==> config.mk <==
export PLATFORM = sky130hd
export DESIGN_NAME = mem_port_arbiter
export DESIGN_NICKNAME = d
export VERILOG_FILES = /design/src/rtl/mem_port_arbiter.sv
export SDC_FILE = /design/constraint.sdc
export NUM_CORES = 1
export LEC_CHECK = 0
export BUFFER_PORTS_ARGS = -buffer_cell sky130_fd_sc_hd__buf_2
export CAP_MARGIN = 20
export CORE_MARGIN = 2
export CORE_UTILIZATION = 42
export DETAILED_ROUTE_END_ITERATION = 8
export GPL_TIMING_DRIVEN = 0
export MAX_ROUTING_LAYER = met4
export PLACE_DENSITY = 0.79
export REMOVE_ABC_BUFFERS = 1
export SYNTH_ARGS = -nofsm -noshare
export SYNTH_HDL_FRONTEND = slang
export SYNTH_SLANG_ARGS = --single-unit
export TNS_END_PERCENT = 30
==> constraint.sdc <==
create_clock -name clk -period 4.3 [get_ports clk]
set_clock_uncertainty 0.1 [all_clocks]
set_input_delay 0.43 -clock clk [delete_from_list [all_inputs] [get_ports clk]]
set_output_delay 0.43 -clock clk [all_outputs]
set_load 0.01 [all_outputs]
==> src/rtl/mem_port_arbiter.sv <==
// Shares one memory port between instruction fetch and data load/store.
// One transaction in flight; data wins by default, with a starvation guard for fetch.
module mem_port_arbiter #(
  parameter int AW         = 32,
  parameter int DW         = 32,
  parameter int MEM_LAT    = 2,
  parameter int STARVE_MAX = 4
) (
  input  logic            clk,
  input  logic            rst,
  input  logic            if_req,
  input  logic [AW-1:0]   if_addr,
  output logic            if_gnt,
  output logic            if_rvalid,
  output logic [DW-1:0]   if_rdata,
  input  logic            d_req,
  input  logic            d_we,
  input  logic [DW/8-1:0] d_be,
  input  logic [AW-1:0]   d_addr,
  input  logic [DW-1:0]   d_wdata,
  output logic            d_gnt,
  output logic            d_rvalid,
  output logic [DW-1:0]   d_rdata,
  output logic            mem_en,
  output logic            mem_we,
  output logic [DW/8-1:0] mem_be,
  output logic [AW-1:0]   mem_addr,
  output logic [DW-1:0]   mem_wdata,
  input  logic [DW-1:0]   mem_rdata
);

  typedef enum logic [1:0] {IDLE, ISSUE, WAIT} state_t;

  state_t     state;
  logic [2:0] lat_cnt;
  logic [3:0] starve_cnt;
  logic       owner_if;
  logic       fetch_wins;

  // Fetch takes the port when data is absent or has used up its run of grants.
  assign fetch_wins = if_req && (!d_req || starve_cnt == 4'(STARVE_MAX));

  // The mem_* registers double as the command latch, so they hold between accesses.
  always_ff @(posedge clk or posedge rst) begin
    if (rst) begin
      state      <= IDLE;
      lat_cnt    <= '0;
      starve_cnt <= '0;
      owner_if   <= 1'b0;
      if_gnt     <= 1'b0;
      if_rvalid  <= 1'b0;
      if_rdata   <= '0;
      d_gnt      <= 1'b0;
      d_rvalid   <= 1'b0;
      d_rdata    <= '0;
      mem_en     <= 1'b0;
      mem_we     <= 1'b0;
      mem_be     <= '0;
      mem_addr   <= '0;
      mem_wdata  <= '0;
    end else begin
      if_gnt    <= 1'b0;
      d_gnt     <= 1'b0;
      if_rvalid <= 1'b0;
      d_rvalid  <= 1'b0;
      mem_en    <= 1'b0;
      case (state)
        IDLE: begin
          if (fetch_wins) begin
            owner_if   <= 1'b1;
            mem_we     <= 1'b0;
            mem_be     <= '1;
            mem_addr   <= if_addr;
            mem_en     <= 1'b1;
            if_gnt     <= 1'b1;
            starve_cnt <= '0;
            state      <= ISSUE;
          end else if (d_req) begin
            owner_if  <= 1'b0;
            mem_we    <= d_we;
            mem_be    <= d_be;
            mem_addr  <= d_addr;
            mem_wdata <= d_wdata;
            mem_en    <= 1'b1;
            d_gnt     <= 1'b1;
            state     <= ISSUE;
            if (!if_req)
              starve_cnt <= '0;
            else if (starve_cnt < 4'(STARVE_MAX))
              starve_cnt <= starve_cnt + 4'd1;
          end else begin
            starve_cnt <= '0;
          end
        end
        ISSUE: begin
          if (mem_we) begin
            state <= IDLE;
          end else begin
            lat_cnt <= 3'(MEM_LAT);
            state   <= WAIT;
          end
        end
        WAIT: begin
          if (lat_cnt == 3'd1) begin
            state <= IDLE;
            if (owner_if) begin
              if_rvalid <= 1'b1;
              if_rdata  <= mem_rdata;
            end else begin
              d_rvalid <= 1'b1;
              d_rdata  <= mem_rdata;
            end
          end else begin
            lat_cnt <= lat_cnt - 3'd1;
          end
        end
        default: state <= IDLE;
      endcase
    end
  end

endmodule

==> reports/qor.yml, run 1 <==
place:
  dpl-instance-area_um2: 7457
  dp_slack_ns: 1.362
  dpl.hpwl_mm: 9.826
  io_buffers: 274
  gp_congestion: 0.7811
  dp_cells: 894
timing:
  hold_viol: 0
  fmax_ghz: 0.3430
  setup_viol: 0
  finalCritPeriodShare_pct: 67.79
  fin_crit_ns: 2.915
  slew_violations: 0
  max_slew.worst_pin.slew_ns: 1.046
  slew_headroom_pct: 30.00
  rsz0062_at_grt: "no"
  worst_slack_ns: 1.385
yosys:
  synth_warnings: 0
  syn_area_um2: 5887
  synthTopCellsByCount: "148 x dfrtp_1, 68 x mux2_2, 65 x a21oi_1"
  synthCells: 462
  synthFlopType: "dfrtp_1"
  yosysTopAreaCellShare_pct: 62.91
  synthArstFlopShare_pct: 100.0
  synth_edf_count: 0
  syn_area_per_cell_um2: 12.74
  synth.area.top_cells: "dfrtp_1 63%, mux2_2 13%, mux2_1 5.5%"
  ys_ff_latch: 148
  yosysMostFrequentCell: "dfrtp_1"
  seq_area_frac_synth_pct: 62.91
  ys_types: 33
  synth_area_leader_cell: "dfrtp_1"
floorplanning:
  chipWidth_um: 122.4
  fp-row-count: 43
  fp.dieH_um: 122.4
  initial_utilization_pct: 42.74
  ios: 275
  die-area_um2: 14980
  coreArea_um2: 13770
grt:
  grt-ovfl-total: 0
  grt_start_max_net_pins: 94
  grt_pass1_vias: 4531
  antenna_found_initial: 0
  track_usage_pct: 19.20
  grt_pass1_wl_mm: 21.58
detailed_routing:
  post_drt_wl_per_cell_um: 15.00
  drt_iter0_markers: 146
  ant_nets: 0
  vias_per_cell: 4.869
  vias: 4514
  wirelength_mm: 13.90
  drt_pass1_iterations: 4
  drc: 0
hold_path:
  hold_depth: 2
  hold_class: "input pin to flip-flop"
  hold_path_end: "mem_wdata[14]"
  min_from: "d_wdata[14]"
power_and_ir_drop:
  seqPwrFrac_pct: 40.1
  power.share.combinational_pct: 35.3
  power.share.clock_pct: 24.6
  irDropWorstVdd_v: 0.0003084
  p_total_mw: 5.894
  p_leak_nw: 4.113
  power_switching_mw: 1.993
  switching_share_pct: 33.82
  powerDensity_nw_per_um2: 731.8
  p_int_mw: 3.901
clock_network:
  cts_tree: "yes"
  cts_setup_buffers: 0
  cts_inserted_buffers: 17
  htreeDepth: 4
  clkLatencyLatePin_ns: 0.40
  clock-sinks: 148
  clkSlewWorstSetupHoldPaths_ns: 0.06
  clockBufferDepth: 2
  cts-root-buf: "clkbuf_16"
cells_and_area:
  drive_gt1_share_pct: 51.54
  antenna_cells: 0
  syn_to_final_growth_pct: 36.81
  fin_nets: 875
  layout.cells.non_filler: 927
  final_cell_area_um2: 8054
setup_path:
  max_stage_delay_ns: 0.81
  required_ns: 4.48
  cpLargestDelayFamily: "compound AO/OA/AOI/OAI gates"
  cp_num_buf_inv: 1
  crit_path_max_fanout: 35
  setup.worst_path.end_class: "flip-flop"
  crit_type: "flip-flop to flip-flop"
  worstReg2RegEnd: "mem_wdata[7]"
  crit_slowest_cell: "o21ai_4"
  reg2reg_depth: 6
  cp_data_arrival_time_ns: 3.09
  path_cells: "inv_1 -> ha_1 -> and3b_1 -> o21ai_4 -> nand3_4 -> mux2_1"
  worstSetupStartpointType: "flip-flop"
  rr_startpoint: "starve_cnt[0]"
  reg2reg_slack_ns: 1.38
run:
  cap_viol_max_count: 0
run_status:
  status: "finished, final reports clean"
[how the worst max path moves through the flow]
stage / startpoint / endpoint / slack [ns] / depth (start not counted)
6_report: starve_cnt[0] / mem_wdata[7] / 1.38 / 6
5_1_grt: starve_cnt[0] / mem_wdata[23] / 1.19 / 6
4_1_cts: starve_cnt[0] / mem_wdata[7] / 1.35 / 6
3_5_place_dp: starve_cnt[0] / mem_wdata[7] / 1.36 / 6
3_3_place_gp: rst / mem_addr[28] / -1.86 / 2
2_1_floorplan: rst / d_gnt / -0.21 / 1
[kinds of logic after synthesis]
family          after synthesis  synth area share (%)
compound gates               84                 7.779
flops                       148                 62.91
simple gates                 91                 6.632
fa+ha+maj                     4                0.8502
mux                          97                 18.55
buf+inv                      38                 3.273
[registers in the layout (all words and copies together), names as in the netlist, 2 cells and up]
register and cells:
mem_wdata 32, lat_cnt 3, mem_be 4, if_rdata 32
starve_cnt 4, d_rdata 32, mem_addr 32, state 2
[power by group through the flow]
stage               logic (mW)  clock network (mW)  registers (mW)
detailed placement        2.12                   0            2.38
CTS                       2.12                1.50            2.37
global placement          2.05                   0            2.35
finish                    2.08                1.45            2.36
floorplan                0.861                   0            2.66
global route              2.30                1.57            2.44
[metrics by stage]
step	hold WS, ns	setup TNS [ns]	util [%]
final	0.1380	0	58.48
after global routing	0.1150	0	58.48
after CTS	0.1091	0	58.48
after detailed placement	0.3510	0	54.14
after global placement	0.3467	-282.30	53.26
after floorplan	0.3725	-31.03	-
[area by class of cell]
cell class,instances,area [µm²]
tap,180,225.2
clock buffer,21,460.4
fill,1191,5719
timing repair buffer,279,1476
clock inverter,11,126.4
sequential,148,3704
inverter,12,50.05
multi-input combinational,276,2012
[routing by layer]
layer  track usage (%)  wire length, µm
met2             31.63             6989
met5                 -                0
met1             22.63             5770
met3             5.019              873
met4             7.399              269
[worst register-to-register path: cells and delay by family (launching register included)]
kind,cells,cell delay (ns)
fa+ha+maj,1,0.21
compound gates,1,0.81
flops,1,0.35
buf+inv,1,0.06
mux,1,0.52
simple gates,2,0.74
[layout by cell type (no fill, tap or decap), types with 2 or more instances in the layout]
cell        count
a21oi_1        65
buf_12          2
buf_16          2
buf_2         274
bufinv_16       2
clkbuf_1        2
clkbuf_16      17
clkbuf_8        2
clkinv_2        3
clkinvlp_4      3
dfrtp_1       148
ha_1            4
inv_1          10
inv_6           2
mux2_1         29
mux2_2         68
nand2_1        45
nor2_1         35
nor3_1          2
o21ai_0         9
o21ai_4         2
[repair_timing]
item / 4_1_cts / 5_1_grt
gates resized for setup: 0 / 0
hold buffers: 1 / 0
endpoints found under the hold margin: 55 / 0
Note: power is estimated with default switching activity, not from simulation.
==> inputs of run 2 (changes only) <==
--- a/config.mk
+++ b/config.mk
@@ -8,11 +8,11 @@
 export BUFFER_PORTS_ARGS = -buffer_cell sky130_fd_sc_hd__buf_2
 export CAP_MARGIN = 20
 export CORE_MARGIN = 2
-export CORE_UTILIZATION = 42
+export CORE_UTILIZATION = 47
 export DETAILED_ROUTE_END_ITERATION = 8
 export GPL_TIMING_DRIVEN = 0
 export MAX_ROUTING_LAYER = met4
-export PLACE_DENSITY = 0.79
+export PLACE_DENSITY = 0.84
 export REMOVE_ABC_BUFFERS = 1
 export SYNTH_ARGS = -nofsm -noshare
 export SYNTH_HDL_FRONTEND = slang
==> constraint.sdc (replaced) <==
create_clock -name clk -period 3 [get_ports clk]
set_clock_uncertainty 0.1 [all_clocks]
set_input_delay 0.3 -clock clk [delete_from_list [all_inputs] [get_ports clk]]
set_output_delay 0.3 -clock clk [all_outputs]
set_load 0.01 [all_outputs]
==> run 2 against run 1 <==
Wire length rose by 5.6%; cell area grew 2.3%; register-to-register slack got worse by 1.0 ns; worst setup slack worse by 1.0 ns; die area fell by 10%; combinational power increased by 46%; non-clock buffer count is 19 higher; via count is 3.7% higher; total power up 44%; largest power group unchanged.
==> reports/qor.yml, run 2 (synthesized netlist as in run 1, its figures left out) <==
setup_path:
  cp-startpoint: "starve_cnt[1]"  # was starve_cnt[0]
  worstSetupStartpointType: "flip-flop"  # unchanged
  max_stage_delay_ns: 0.54  # was 0.81 ns
  reg2reg_depth: 6  # unchanged
  worstReg2RegEnd: "mem_wdata[11]"  # was mem_wdata[7]
  reg2reg_slack_ns: 0.38  # was 1.38 ns
  cp_data_arrival_time_ns: 2.80  # was 3.09 ns
  path_cells: "inv_1 -> ha_1 -> and3b_1 -> o21ai_4 -> nand3_4 -> mux2_1"  # unchanged
  crit_type: "flip-flop to flip-flop"  # unchanged
  required_ns: 3.18  # was 4.48 ns
  setup.worst_path.end_class: "flip-flop"  # unchanged
  cp_num_buf_inv: 1  # unchanged
  crit_path_max_fanout: 33  # was 35
  rr_startpoint: "starve_cnt[1]"  # was starve_cnt[0]
  cpLargestDelayFamily: "simple AND/OR/NAND/NOR gates"  # was compound AO/OA/AOI/OAI gates
  crit_slowest_cell: "o21ai_4"  # unchanged
detailed_routing:
  drc: 0  # unchanged
  wirelength_mm: 14.68  # was 13.90 mm
  vias: 4683  # was 4514
  drt_iter0_markers: 233  # was 146
  ant_nets: 0  # unchanged
  vias_per_cell: 5.009  # was 4.869
  post_drt_wl_per_cell_um: 15.70  # was 15.00 µm
  drt_pass1_iterations: 4  # unchanged
power_and_ir_drop:
  powerDensity_nw_per_um2: 1029  # was 731.8 nW/µm²
  irDropWorstVdd_v: 0.0006276  # was 0.0003084 V
  p_leak_nw: 4.202  # was 4.113 nW
clock_network:
  clockBufferDepth: 2  # unchanged
  clock-sinks: 148  # unchanged
  cts_tree: "yes"  # unchanged
  htreeDepth: 4  # unchanged
  cts-root-buf: "clkbuf_16"  # unchanged
  clkSlewWorstSetupHoldPaths_ns: 0.06  # about the same
  cts_inserted_buffers: 17  # unchanged
  cts_setup_buffers: 0  # unchanged
  clkLatencyLatePin_ns: 0.40  # about the same
  postCtsResizedCells: 0  # unchanged
floorplanning:
  die-area_um2: 13440  # was 14980 µm²
  fp.dieH_um: 115.9  # was 122.4 µm
  chipWidth_um: 115.9  # was 122.4 µm
  ios: 275  # unchanged
  initial_utilization_pct: 48.61  # was 42.74%
  fp-row-count: 40  # was 43
  coreArea_um2: 12110  # was 13770 µm²
timing:
  worst_slack_ns: 0.3828  # was 1.385 ns
  setup_viol: 0  # unchanged
  fin_hold_ws_ns: 0.01633  # was 0.1380 ns
  rsz0062_at_grt: "no"  # unchanged
  fmax_ghz: 0.3821  # was 0.3430 GHz
  hold_viol: 0  # unchanged
  max_slew.worst_pin.slew_ns: 0.9620  # was 1.046 ns
  slew_violations: 0  # unchanged
  finalCritPeriodShare_pct: 87.24  # was 67.79%
  fin_crit_ns: 2.617  # was 2.915 ns
  slew_headroom_pct: 35.73  # was 30.00%
place:
  dpl.hpwl_mm: 10.16  # was 9.826 mm
  dp_slack_ns: 0.1334  # was 1.362 ns
  dp_cells: 882  # was 894
  io_buffers: 274  # unchanged
  gp_congestion: 0.8163  # was 0.7811
cells_and_area:
  layout_commonest_cell: "buf_2"  # unchanged
  layout.cells.non_filler: 935  # was 927
  syn_to_final_growth_pct: 39.89  # was 36.81%
  mostFrequentLayoutCells: "274 x buf_2, 148 x dfrtp_1, 68 x mux2_2"  # unchanged
  fin_nets: 895  # was 875
  antenna_cells: 0  # unchanged
  fillCellCount: 886  # was 1191
  drive_gt1_share_pct: 50.59  # was 51.54%
grt:
  grt_start_max_net_pins: 85  # was 94
  grt-ovfl-total: 0  # unchanged
  track_usage_pct: 22.78  # was 19.20%
  grt_pass1_vias: 4820  # was 4531
  antenna_found_initial: 0  # unchanged
  grt_pass1_wl_mm: 22.96  # was 21.58 mm
hold_path:
  hold_path_end: "mem_wdata[3]"  # was mem_wdata[14]
  hold_depth: 2  # unchanged
  min_from: "d_wdata[3]"  # was d_wdata[14]
  hold_class: "input pin to flip-flop"  # unchanged
run:
  cap_viol_max_count: 0  # unchanged
run_status:
  status: "finished, final reports clean"  # unchanged
[run 2: changes by cell type in the layout (fill, tap and decap cells not counted), sizes merged]
cell         previous run  this run
dlygate4sd3             1        19
clkinv                  4         8
clkbuf                 21        18
buf                   278       279
inv                    14        13
o21ai                  11        12
[run 2: worst max path at each step]
stage | endpoint | cells after the start | slack [ns]
finish | mem_wdata[11] | 6 | 0.38
global route | mem_wdata[7] | 6 | 0.22
CTS | mem_wdata[14] | 6 | 0.12
detailed placement | mem_wdata[14] | 6 | 0.13
global placement | if_rdata[18] | 2 | -2.65
floorplan | d_gnt | 1 | -1.38
[run 2: metrics by stage]
stage,utilization (%),setup TNS [ns],instance area (µm²),power (mW)
finish,68.00,0,8235,8.475
global placement,60.44,-457.58,7321,6.252
detailed placement,61.38,0,7435,6.455
global route,68.00,0,8235,9.033
floorplan,-,-204.66,5739,5.049
CTS,67.70,0,8199,8.543
[run 2: worst register-to-register path, stage by stage (launching register included)]
cell and delay [ns]:
dfrtp_1 0.38, inv_1 0.06, ha_1 0.19, and3b_1 0.25, o21ai_4 0.54, nand3_4 0.48
mux2_1 0.49
[run 2: final cells by class]
cell class                 count  area [µm²]  area share, %
clock inverter                14       135.1          1.641
clock buffer                  18       439.2          5.333
timing repair buffer         298        1679          20.39
sequential                   148        3704          44.97
multi-input combinational    277        2018          24.51
inverter                      12       50.05         0.6077
tap                          168       210.2          2.552
[run 2: per-layer routing]
metal	vias up	part of all wire (%)	track usage, %	routed length, µm
li1	2171	-	-	-
met1	2260	39	25.95	5776
met2	225	52	38.05	7617
met3	27	6.5	5.178	959
met4	0	2.2	11.11	323
met5	-	0	-	0
[run 2: repair_timing]
item                                   CTS  global route
endpoints found under the hold margin   82             0
hold buffers                            19             0
setup endpoints to repair                0            27
[run 2: power breakdown]
part / switching [mW] / total (mW) / internal [mW]
registers: 0.495 / 3.41 / 2.92
logic: 1.61 / 3.03 / 1.42
clock network: 0.798 / 2.04 / 1.24
total: 2.90 / 8.48 / 5.57
